File: config.mk
export PLATFORM = sky130hd
export DESIGN_NAME = spi_slave_param_flat
export DESIGN_NICKNAME = d
export VERILOG_FILES = /design/src/rtl/spi_slave_param_if.sv /design/src/rtl/spi_slave_param.sv /design/src/flat_wrapper.sv
export SDC_FILE = /design/constraint.sdc
export NUM_CORES = 1
export LEC_CHECK = 0
export ABC_CLOCK_PERIOD_IN_PS = 2600
export BUFFER_PORTS_ARGS = -buffer_cell sky130_fd_sc_hd__clkbuf_2
export CAP_MARGIN = 20
export CORE_MARGIN = 2
export CORE_UTILIZATION = 50
export CTS_CLUSTER_DIAMETER = 200
export DETAILED_ROUTE_END_ITERATION = 10
export PLACE_DENSITY = 0.74
export SYNTH_ARGS = -nofsm -noshare
export SYNTH_HDL_FRONTEND = slang
export SYNTH_SLANG_ARGS = --single-unit
File: constraint.sdc
create_clock -name clk -period 2.6 [get_ports clk]
set_input_delay 0.26 -clock clk [delete_from_list [all_inputs] [get_ports clk]]
set_output_delay 0.26 -clock clk [all_outputs]
set_load 0.1 [all_outputs]
File: src/rtl/spi_slave_param_if.sv
// Bus bundle between an SPI front end (slave) and whatever drives the serial
// lines and RAM read data (master).
interface spi_slave_param_if #(
  parameter int DATA_W = 8
);
  logic              ss_n;
  logic              mosi;
  logic              miso;
  logic [DATA_W+1:0] rx_data;
  logic              rx_valid;
  logic [DATA_W-1:0] tx_data;
  logic              tx_valid;
  logic              busy;
  logic              frame_err;

  modport slave (
    input  ss_n, mosi, tx_data, tx_valid,
    output miso, rx_data, rx_valid, busy, frame_err
  );

  modport master (
    output ss_n, mosi, tx_data, tx_valid,
    input  miso, rx_data, rx_valid, busy, frame_err
  );
endinterface

File: src/rtl/spi_slave_param.sv
// SPI slave front end: deserialises {cmd, payload} frames from MOSI and serialises
// RAM read data back on MISO, with abort and read-data-timeout error pulses.
module spi_slave_param #(
  parameter int DATA_W      = 8,
  parameter bit MSB_FIRST   = 1'b1,
  parameter int TX_WAIT_MAX = 15
) (
  input  logic             clk,
  input  logic             rst,
  spi_slave_param_if.slave bus
);
  localparam logic [2:0] ST_IDLE      = 3'd0;
  localparam logic [2:0] ST_CHK_CMD   = 3'd1;
  localparam logic [2:0] ST_WRITE     = 3'd2;
  localparam logic [2:0] ST_READ_ADD  = 3'd3;
  localparam logic [2:0] ST_READ_DATA = 3'd4;

  // Sub-phase inside WRITE/READ_ADD/READ_DATA; HOLD waits for ss_n high.
  localparam logic [1:0] PH_RX   = 2'd0;
  localparam logic [1:0] PH_WAIT = 2'd1;
  localparam logic [1:0] PH_TX   = 2'd2;
  localparam logic [1:0] PH_HOLD = 2'd3;

  localparam int CNT_MAX = (DATA_W + 1 > TX_WAIT_MAX) ? DATA_W + 1 : TX_WAIT_MAX;
  localparam int CNT_W   = $clog2(CNT_MAX + 1);
  localparam logic [CNT_W-1:0] CNT_ONE  = CNT_W'(1);
  localparam logic [CNT_W-1:0] CNT_LAST = CNT_W'(DATA_W);
  localparam logic [CNT_W-1:0] CNT_TMO  = CNT_W'(TX_WAIT_MAX - 1);

  logic [2:0]        state_q, state_d;
  logic [1:0]        phase_q, phase_d;
  logic [CNT_W-1:0]  cnt_q, cnt_d;
  logic              c1_q, c1_d;
  logic              cmd0_q, cmd0_d;
  logic [DATA_W-1:0] pl_q, pl_d;
  logic [DATA_W-1:0] tx_sh_q, tx_sh_d;
  logic              miso_q, miso_d;
  logic [DATA_W+1:0] rx_data_q, rx_data_d;
  logic              rx_valid_q, rx_valid_d;
  logic              frame_err_q, frame_err_d;
  logic              rd_addr_seen_q, rd_addr_seen_d;

  logic [DATA_W-1:0] pl_shift;
  logic [DATA_W-1:0] tx_src;
  logic              tx_head;
  logic [DATA_W-1:0] tx_rest;

  assign pl_shift = MSB_FIRST ? {pl_q[DATA_W-2:0], bus.mosi} : {bus.mosi, pl_q[DATA_W-1:1]};
  // First MISO bit comes straight from tx_data; later bits from the shift register.
  assign tx_src   = (phase_q == PH_WAIT) ? bus.tx_data : tx_sh_q;
  assign tx_head  = MSB_FIRST ? tx_src[DATA_W-1] : tx_src[0];
  assign tx_rest  = MSB_FIRST ? (tx_src << 1) : (tx_src >> 1);

  always_comb begin
    state_d        = state_q;
    phase_d        = phase_q;
    cnt_d          = cnt_q;
    c1_d           = c1_q;
    cmd0_d         = cmd0_q;
    pl_d           = pl_q;
    tx_sh_d        = tx_sh_q;
    miso_d         = miso_q;
    rx_data_d      = rx_data_q;
    rx_valid_d     = 1'b0;
    frame_err_d    = 1'b0;
    rd_addr_seen_d = rd_addr_seen_q;

    case (state_q)
      ST_IDLE: begin
        if (!bus.ss_n) begin
          state_d = ST_CHK_CMD;
        end
      end

      ST_CHK_CMD: begin
        if (bus.ss_n) begin
          state_d     = ST_IDLE;
          frame_err_d = 1'b1;
        end else begin
          c1_d    = bus.mosi;
          cnt_d   = '0;
          phase_d = PH_RX;
          if (!bus.mosi) begin
            state_d = ST_WRITE;
          end else if (rd_addr_seen_q) begin
            state_d = ST_READ_DATA;
          end else begin
            state_d = ST_READ_ADD;
          end
        end
      end

      default: begin
        if (bus.ss_n) begin
          // Abort wins over everything, including a same-edge tx_valid.
          state_d     = ST_IDLE;
          miso_d      = 1'b0;
          frame_err_d = (phase_q != PH_HOLD);
        end else begin
          case (phase_q)
            PH_RX: begin
              if (cnt_q == '0) begin
                cmd0_d = bus.mosi;
              end else begin
                pl_d = pl_shift;
              end
              if (cnt_q == CNT_LAST) begin
                rx_data_d  = {c1_q, cmd0_q, pl_shift};
                rx_valid_d = 1'b1;
                cnt_d      = '0;
                phase_d    = (state_q == ST_READ_DATA) ? PH_WAIT : PH_HOLD;
                if (state_q == ST_READ_ADD) begin
                  rd_addr_seen_d = 1'b1;
                end
              end else begin
                cnt_d = cnt_q + CNT_ONE;
              end
            end

            PH_WAIT: begin
              if (bus.tx_valid) begin
                miso_d  = tx_head;
                tx_sh_d = tx_rest;
                cnt_d   = CNT_ONE;
                phase_d = PH_TX;
              end else if (cnt_q == CNT_TMO) begin
                frame_err_d = 1'b1;
                cnt_d       = '0;
                phase_d     = PH_HOLD;
              end else begin
                cnt_d = cnt_q + CNT_ONE;
              end
            end

            PH_TX: begin
              if (cnt_q == CNT_LAST) begin
                miso_d         = 1'b0;
                phase_d        = PH_HOLD;
                rd_addr_seen_d = 1'b0;
              end else begin
                miso_d  = tx_head;
                tx_sh_d = tx_rest;
                cnt_d   = cnt_q + CNT_ONE;
              end
            end

            default: begin
              miso_d = 1'b0;
            end
          endcase
        end
      end
    endcase
  end

  always_ff @(posedge clk) begin
    if (rst) begin
      state_q        <= ST_IDLE;
      phase_q        <= PH_RX;
      cnt_q          <= '0;
      c1_q           <= 1'b0;
      cmd0_q         <= 1'b0;
      pl_q           <= '0;
      tx_sh_q        <= '0;
      miso_q         <= 1'b0;
      rx_data_q      <= '0;
      rx_valid_q     <= 1'b0;
      frame_err_q    <= 1'b0;
      rd_addr_seen_q <= 1'b0;
    end else begin
      state_q        <= state_d;
      phase_q        <= phase_d;
      cnt_q          <= cnt_d;
      c1_q           <= c1_d;
      cmd0_q         <= cmd0_d;
      pl_q           <= pl_d;
      tx_sh_q        <= tx_sh_d;
      miso_q         <= miso_d;
      rx_data_q      <= rx_data_d;
      rx_valid_q     <= rx_valid_d;
      frame_err_q    <= frame_err_d;
      rd_addr_seen_q <= rd_addr_seen_d;
    end
  end

  assign bus.miso      = miso_q;
  assign bus.rx_data   = rx_data_q;
  assign bus.rx_valid  = rx_valid_q;
  assign bus.frame_err = frame_err_q;
  assign bus.busy      = (state_q != ST_IDLE);
endmodule

File: src/flat_wrapper.sv
// flat-port wrapper written by rule: the top's interface ports become plain ports
module spi_slave_param_flat 
#(
  parameter int DATA_W      = 8,
  parameter bit MSB_FIRST   = 1'b1,
  parameter int TX_WAIT_MAX = 15
)
  (clk, rst, bus_ss_n, bus_mosi, bus_tx_data, bus_tx_valid, bus_miso, bus_rx_data, bus_rx_valid, bus_busy, bus_frame_err);
  spi_slave_param_if #(.DATA_W(DATA_W)) bus_i ();
  input  logic clk;
  input  logic rst;
  input wire logic [$bits(bus_i.ss_n)-1:0] bus_ss_n;
  input wire logic [$bits(bus_i.mosi)-1:0] bus_mosi;
  input wire logic [$bits(bus_i.tx_data)-1:0] bus_tx_data;
  input wire logic [$bits(bus_i.tx_valid)-1:0] bus_tx_valid;
  output wire logic [$bits(bus_i.miso)-1:0] bus_miso;
  output wire logic [$bits(bus_i.rx_data)-1:0] bus_rx_data;
  output wire logic [$bits(bus_i.rx_valid)-1:0] bus_rx_valid;
  output wire logic [$bits(bus_i.busy)-1:0] bus_busy;
  output wire logic [$bits(bus_i.frame_err)-1:0] bus_frame_err;
  assign bus_i.ss_n = bus_ss_n;
  assign bus_i.mosi = bus_mosi;
  assign bus_i.tx_data = bus_tx_data;
  assign bus_i.tx_valid = bus_tx_valid;
  assign bus_miso = bus_i.miso;
  assign bus_rx_data = bus_i.rx_data;
  assign bus_rx_valid = bus_i.rx_valid;
  assign bus_busy = bus_i.busy;
  assign bus_frame_err = bus_i.frame_err;
  spi_slave_param #(.DATA_W(DATA_W), .MSB_FIRST(MSB_FIRST), .TX_WAIT_MAX(TX_WAIT_MAX)) u_core (.clk(clk), .rst(rst), .bus(bus_i));
endmodule
==> flow_summary.ini, run 1 <==
[synthesis]
synth_simple_gate_area_share_pct = 18.33
ys_seq_area_share_pct = 40.41
synth_fa_ha_area_share_pct = 4.534
async_flop_share_pct = 0
synth_top_family_by_area = simple AND/OR/NAND/NOR gates
synthTopCellsByArea = dfxtp_1 40%, mux2i_1 12%, nor2_1 6.4%
yosysWarnings = 0
ys_top_cells_by_count = 39 x dfxtp_1, 33 x nor2_1, 24 x mux2i_1, 15 x a21oi_1
synth_top_area_share_pct = 40.41
synth-xor-area-share_pct = 0
syn_area_um2 = 1932
synth_edf_count = 0
syn_nets = 232
synth-seq-cells = 39
synth_mux_area_share_pct = 12.44
avgSynthCellArea_um2 = 9.113
synth_most_common_cell = dfxtp_1
synth_top_area_cell = dfxtp_1
synth_compound_area_share_pct = 17.81
synth_cells = 212
synth-main-ff-cell = dfxtp_1
synth_cell_types = 48

[grt]
globalRoute.totalOverflow = 0
grt_pass1_wl_mm = 6.306
first_global_vias = 1375
antenna_found_initial = 0
grt_max_degree = 36
track_usage_pct = 18.84

[floorplan]
dieArea_um2 = 4377
die_height_um = 66.16
rows = 22
core_um2 = 3689
die_w_um = 66.16
io_pins = 27
start_util_pct = 52.37

[timing]
whs_ns = 0.2152
fin_ws_ns = 0.4237
worst_slew_pin_slew_ns = 0.6844
tns_ns = 0
min_period_ns = 2.176
post-route-period-util_pct = 83.70
skew_ns = 0.006640
max_freq_mhz = 459.5
relSlewSlack_pct = 54.37
hold_violations = 0
maxSlewViolCount = 0
grt_setup_unrepaired = no
setup_viol = 0

[finish]
fin_util_pct = 57.67
nFillCells = 356
nets = 251
final_area_um2 = 2127
antenna_cells = 0
syn_to_final_growth_pct = 10.10
drive_gt1_share_pct = 18.10
stdcell_count = 280

[drt]
wl_per_cell_um = 13.43
remaining_drc_errors = 0
vias = 1572
drt_iter0_drc = 110
drt-vias-per-instance = 5.614
wl_mm = 3.760
firstDrtPassIters = 4
antenna_left = 0

[placed_design]
placedCellCount = 272
dpl.hpwl_mm = 2.610
dpl_cell_area_um2 = 2038
dp_slack_ns = 0.4087
port_buffers = 26
routabilityCongestion = 0.8824

[critical_path]
crit_required_ns = 2.77
crit_path_end_kind = register
arrival_ns = 2.35
critPathMaxFanout = 11
critPathKind = register to register
start_kind = register

[clock_network]
cts_root_buffer = clkbuf_8
cts_made_buffers = 5
clkTransAtPathRegs_ns = 0.08
clk_latency_ns = 0.29
cts.repair.resized = 0
cts_hold_buffers = 0
cts_num_sinks = 39
cts_tree = done
cts-htree-levels = 2
cts_setup_buffers = 0
clockBufferDepth = 2

[min_path]
hp-class = input pin to register

[pwr]
power_mw = 1.093
p_leak_nw = 0.9049
power_density_nw_per_um2 = 513.7
max-vdd-ir-drop_v = 0.0003433

[run_status]
outcome = completed

[job]
drv_cap = 0
[area by class of cell]
cell class	count	area, um^2	share of cell area, %
Tap cell	48	60.06	2.824
Clock buffer	5	68.82	3.235
Clock inverter	3	20.02	0.9412
Timing Repair Buffer	27	137.6	6.471
Multi-Input combinational cell	149	1026	48.24
Sequential cell	39	780.7	36.71
Inverter	9	33.78	1.588
[metal layers]
metal / vias up / global-route usage, % / wire length [um]
li1: 790 / - / -
met1: 736 / 26.04 / 1832
met2: 39 / 28.63 / 1660
met3: 7 / 4.259 / 205
met4: 0 / 6.888 / 61
met5: - / 0 / 0
[logic make-up after synthesis]
kind of cell	count (synthesis)
flip-flops	39
AO/OA/AOI/OAI	49
multiplexers	24
AND/OR/NAND/NOR	69
buffers and inverters	24
adder cells (fa/ha/maj)	7
[flip-flops by register name, summed over array words and instances (netlist names)]
name and flops:
u_core.bus.rx_data 10, u_core.pl_q 7, u_core.tx_sh_q 7, u_core.cnt_q 4, u_core.state_q 3, u_core.phase_q 2, u_core.bus.frame_err 1, u_core.bus.miso 1
u_core.bus.rx_valid 1, u_core.c1_q 1, u_core.cmd0_q 1, u_core.rd_addr_seen_q 1
[power breakdown]
group	internal (mW)	leakage (nW)	switching, mW
clock network	0.186	0.0402	0.221
registers	0.601	0.315	0.00595
logic	0.0247	0.550	0.0538
[placed cells by master, fill, tap and decap left out, drive strengths merged, types with 2 or more instances in the layout]
cell,Yosys,routed
a21oi,15,15
nand2b,5,5
nor3b,2,2
nand3,5,5
and3,2,2
or3,3,3
a31oi,2,2
inv,9,9
clkinvlp,0,2
or4,2,2
a2111oi,2,2
clkbuf,6,31
ha,7,7
o21ai,9,9
a21boi,2,2
nand4b,2,2
nor2,33,33
or3b,2,2
dfxtp,39,39
mux2i,24,24
a211oi,8,8
nand2,5,5
[worst max-delay path: stages, from the launching register on]
cell and delay (ns):
dfxtp_1 0.41, inv_1 0.09, ha_1 0.42, nor2_1 0.11, a211o_1 0.44, o41ai_2 0.51
a21oi_1 0.08
[final timing paths]
check	end	startpoint	slack, ns	cells past startpoint
worst max-delay path	u_core.cnt_q[1]	u_core.phase_q[0]	0.42	6
worst min-delay path	u_core.tx_sh_q[1]	bus_tx_data[0]	0.22	3
worst max register to register	u_core.cnt_q[1]	u_core.phase_q[0]	0.42	6
worst min register to register	u_core.tx_sh_q[1]	u_core.tx_sh_q[1]	0.47	2
(Power assumes the default switching activity.)
==> run 2: changes to the inputs <==
--- a/config.mk
+++ b/config.mk
@@ -5,14 +5,14 @@
 export SDC_FILE = /design/constraint.sdc
 export NUM_CORES = 1
 export LEC_CHECK = 0
-export ABC_CLOCK_PERIOD_IN_PS = 2600
+export ABC_CLOCK_PERIOD_IN_PS = 1900
 export BUFFER_PORTS_ARGS = -buffer_cell sky130_fd_sc_hd__clkbuf_2
 export CAP_MARGIN = 20
 export CORE_MARGIN = 2
 export CORE_UTILIZATION = 50
 export CTS_CLUSTER_DIAMETER = 200
 export DETAILED_ROUTE_END_ITERATION = 10
-export PLACE_DENSITY = 0.74
+export PLACE_DENSITY = 0.77
 export SYNTH_ARGS = -nofsm -noshare
 export SYNTH_HDL_FRONTEND = slang
 export SYNTH_SLANG_ARGS = --single-unit
==> constraint.sdc (replaced) <==
create_clock -name clk -period 1.9 [get_ports clk]
set_input_delay 0.19 -clock clk [delete_from_list [all_inputs] [get_ports clk]]
set_output_delay 0.19 -clock clk [all_outputs]
set_load 0.1 [all_outputs]
==> flow_summary.ini, run 2 (synthesis results as in run 1) <==
[finish]
layout_common_cells = 36 x dfxtp_1, 33 x nor2_1, 26 x clkbuf_2
nFillCells = 329
nets = 268
stdcell_count = 297
multi_input_area_um2 = 1085
antenna_cells = 0
drive_gt1_share_pct = 30.12
final_common_cell = dfxtp_1
syn_to_final_growth_pct = 21.37
fin_util_pct = 63.57
seqCellArea_um2 = 784.5
final_area_um2 = 2345
largest_reg_flops = 10

[clock_network]
clkTransAtPathRegs_ns = 0.08
cts-htree-levels = 2
cts_tree = done
clockBufferDepth = 2
cts_num_sinks = 39
clk_latency_ns = 0.29
cts_root_buffer = clkbuf_8
cts_made_buffers = 5

[timing]
skew_ns = 0.004443
setup_viol = 0
maxSlewViolCount = 0
worst_slew_pin_slew_ns = 0.5423
whs_ns = 0.1630
min_period_ns = 1.821
tns_ns = 0
relSlewSlack_pct = 64.00
hold_violations = 0
fin_ws_ns = 0.07915
post-route-period-util_pct = 95.83
max_freq_mhz = 549.2

[pwr]
seq_power_share_pct = 50.3
switching_share_pct = 23.32
clkPwrFrac_pct = 41.7
internal_power_mw = 1.263
power_mw = 1.647
power.switching_uw = 384.2
power_density_nw_per_um2 = 702.5
p_comb_share_pct = 8.0
max-vdd-ir-drop_v = 0.0003253
p_leak_nw = 1.020

[critical_path]
crit_path_end_kind = register
crit_required_ns = 2.13
start_kind = register
slowest_stage = a211o_2
critPathLaunch = u_core.phase_q[0]
critPathKind = register to register
critPathMaxFanout = 6
crit_chain = inv_2 > ha_4 > nor2_1 > a211o_2 > buf_6 > or3_1 > a21oi_1
cpPeakStageDelay_ns = 0.41
arrival_ns = 2.05
timing.rr.start = u_core.phase_q[0]

[grt]
globalRoute.totalOverflow = 0
grt_pass1_wl_mm = 6.555
first_global_vias = 1393
grt_max_degree = 22
track_usage_pct = 19.53
antenna_found_initial = 0

[job]
drv_cap = 0

[drt]
antenna_left = 0
drt-vias-per-instance = 5.455
vias = 1620
drt_iter0_drc = 53
remaining_drc_errors = 0
firstDrtPassIters = 4
wl_mm = 3.875
wl_per_cell_um = 13.05

[floorplan]
die_w_um = 66.16
core_um2 = 3689
dieArea_um2 = 4377
io_pins = 27
rows = 22
start_util_pct = 52.37
die_height_um = 66.16

[run_status]
outcome = completed

[placed_design]
placedCellCount = 288
dp_slack_ns = 0.02428
dpl.hpwl_mm = 2.834
port_buffers = 26
dpl_cell_area_um2 = 2171
routabilityCongestion = 0.7733

[min_path]
worstHoldStart = bus_tx_data[0]
hp-class = input pin to register
run 2: changes by cell type in the layout (fill, tap and decap cells not counted), moves of 3 or more:
cell / delta
dfxtp_1: -3
dfxtp_2: +3
buf_4: +16
ha_1: -3
run 2: area by class of cell:
cell class | count | share of cell area (%)
multi-input combinational | 149 | 46.26
sequential | 39 | 33.46
timing repair buffer | 44 | 11.47
clock buffer | 5 | 2.935
tap | 48 | 2.561
clock inverter | 3 | 1.868
inverter | 9 | 1.441
run 2: metal layers:
layer  global-route usage, %  part of all wire (%)
met3                   4.259                   4.5
met5                       0                     0
met2                   29.25                    46
met4                   9.439                   1.6
met1                   26.48                    48
run 2: worst paths after layout:
path / end / slack, ns / cells past startpoint
worst min-delay path: u_core.tx_sh_q[1] / 0.16 / 3
worst min register to register: u_core.tx_sh_q[1] / 0.48 / 2
worst max-delay path: u_core.cnt_q[3] / 0.08 / 7
worst max register to register: u_core.cnt_q[3] / 0.08 / 7
run 2: power by group through the flow:
stage                     registers, mW  logic (mW)  clock network (mW)
after floorplan                   0.849      0.0813                   0
after global placement            0.847       0.123                   0
after detailed placement          0.847       0.124                   0
after CTS                         0.828       0.124               0.707
after global routing              0.830       0.143               0.751
final                             0.829       0.132               0.687
run 2: timing repair:
| action | 4_1_cts | 5_1_grt |
|---|---|---|
| pin swaps | 1 | 3 |
| resized for setup | 0 | 18 |
| hold buffers | 0 | 0 |
| setup endpoints to repair | 1 | 12 |
| buffers inserted | 0 | 1 |
run 2: critical path, delay by kind of cell (launching register included):
family / cells / cell delay, ns
AO/OA/AOI/OAI: 2 / 0.53
adder cells (fa/ha/maj): 1 / 0.26
buffers and inverters: 2 / 0.21
flip-flops: 1 / 0.36
AND/OR/NAND/NOR: 2 / 0.40
==> run 3: changes to the inputs <==
--- a/config.mk
+++ b/config.mk
@@ -7,12 +7,13 @@
 export LEC_CHECK = 0
 export ABC_CLOCK_PERIOD_IN_PS = 1900
 export BUFFER_PORTS_ARGS = -buffer_cell sky130_fd_sc_hd__clkbuf_2
-export CAP_MARGIN = 20
+export CAP_MARGIN = 10
 export CORE_MARGIN = 2
 export CORE_UTILIZATION = 50
 export CTS_CLUSTER_DIAMETER = 200
 export DETAILED_ROUTE_END_ITERATION = 10
 export PLACE_DENSITY = 0.77
+export RECOVER_POWER = 100
 export SYNTH_ARGS = -nofsm -noshare
 export SYNTH_HDL_FRONTEND = slang
 export SYNTH_SLANG_ARGS = --single-unit
==> flow_summary.ini, run 3 (synthesis results as in run 1) <==
[finish]
final_common_cell = dfxtp_1
nFillCells = 334
nets = 268
largest_reg_flops = 10
seqCellArea_um2 = 784.5
antenna_cells = 0
stdcell_count = 297
syn_to_final_growth_pct = 20.79
final_area_um2 = 2333
layout_common_cells = 36 x dfxtp_1, 33 x nor2_1, 24 x mux2i_1, 24 x clkbuf_2, 16 x buf_4
multi_input_area_um2 = 1080
drive_gt1_share_pct = 28.51

[clock_network]
clockBufferDepth = 2
cts_root_buffer = clkbuf_8
cts_made_buffers = 5
cts_hold_buffers = 0
clk_latency_ns = 0.29
cts_tree = done
clkTransAtPathRegs_ns = 0.08
cts-htree-levels = 2
cts_num_sinks = 39

[drt]
wl_per_cell_um = 13.10
vias = 1622
antenna_left = 0
drt-vias-per-instance = 5.461
firstDrtPassIters = 4
remaining_drc_errors = 0
wl_mm = 3.892
drt_iter0_drc = 55

[timing]
whs_ns = 0.1629
setup_viol = 0
post-route-period-util_pct = 95.83
hold_violations = 0
min_period_ns = 1.821
max_freq_mhz = 549.2
relSlewSlack_pct = 22.81
maxSlewViolCount = 0
skew_ns = 0.004322
worst_slew_pin_slew_ns = 1.163

[grt]
first_global_vias = 1393
track_usage_pct = 19.53
grt_max_degree = 22
grt_pass1_wl_mm = 6.555
globalRoute.totalOverflow = 0
antenna_found_initial = 0

[critical_path]
critPathKind = register to register
arrival_ns = 2.05
crit_path_end_kind = register
crit_required_ns = 2.13
critPathMaxFanout = 6
start_kind = register

[placed_design]
dpl_cell_area_um2 = 2171
placedCellCount = 288
port_buffers = 26
dpl.hpwl_mm = 2.834
routabilityCongestion = 0.7733

[pwr]
power_density_nw_per_um2 = 704.6
p_leak_nw = 1.009
max-vdd-ir-drop_v = 0.0003247

[min_path]
hp-class = input pin to register

[floorplan]
io_pins = 27
die_w_um = 66.16
dieArea_um2 = 4377
rows = 22
start_util_pct = 52.37
core_um2 = 3689
die_height_um = 66.16

[job]
drv_cap = 0

[run_status]
outcome = completed
==> run 3: timing repair <==
item                                    in CTS  in global routing
setup buffers                                0                  1
pin swaps                                    1                  3
hold endpoints to repair                     0                  0
endpoints found under the setup margin       1                 12
resized for setup                            0                 18
==> run 3: final timing paths <==
path                          start                end  slack, ns  cells past startpoint
setup reg to reg  u_core.phase_q[0]    u_core.cnt_q[3]       0.08                      7
hold / removal       bus_tx_data[0]  u_core.tx_sh_q[1]       0.16                      3
setup / recovery  u_core.phase_q[0]    u_core.cnt_q[3]       0.08                      7
hold reg to reg   u_core.tx_sh_q[1]  u_core.tx_sh_q[1]       0.48                      2
==> run 3: stage by stage <==
stage / power, mW / worst slack, ns / utilization [%] / TNS (ns)
after floorplan: 0.9308 / 0.03936 / - / 0
after global placement: 0.9697 / 0.06890 / 58.85 / 0
after detailed placement: 0.9711 / 0.02428 / 58.85 / 0
after CTS: 1.659 / 0.02849 / 61.91 / 0
after global routing: 1.722 / -0.007931 / 63.26 / -0.01306
final: 1.644 / 0.07929 / 63.26 / 0
==> run 3: where the power goes <==
group          leakage (nW)  switching (mW)  internal (mW)
clock                0.0581           0.296          0.391
sequential            0.316         0.00591          0.823
combinational         0.635          0.0819         0.0472
==> run 3: layout make-up <==
cell class	count	share of cell area, %
Clock buffer	5	2.949
Multi-Input combinational cell	149	46.27
Sequential cell	39	33.62
Timing Repair Buffer	44	11.26
Tap cell	48	2.574
Inverter	9	1.448
Clock inverter	3	1.877
==> run 3: per-layer routing <==
metal | part of all wire [%] | wire, um | track usage (%)
met1 | 48 | 1875 | 26.48
met2 | 46 | 1776 | 29.25
met3 | 4.6 | 179 | 4.259
met4 | 1.6 | 61 | 9.439
met5 | 0 | 0 | 0
==> run 3: worst max-delay path: stages (launching register included) <==
cell	delay [ns]
dfxtp_2	0.36
inv_2	0.06
ha_4	0.26
nor2_1	0.06
a211o_2	0.41
buf_6	0.15
or3_1	0.34
a21oi_1	0.12
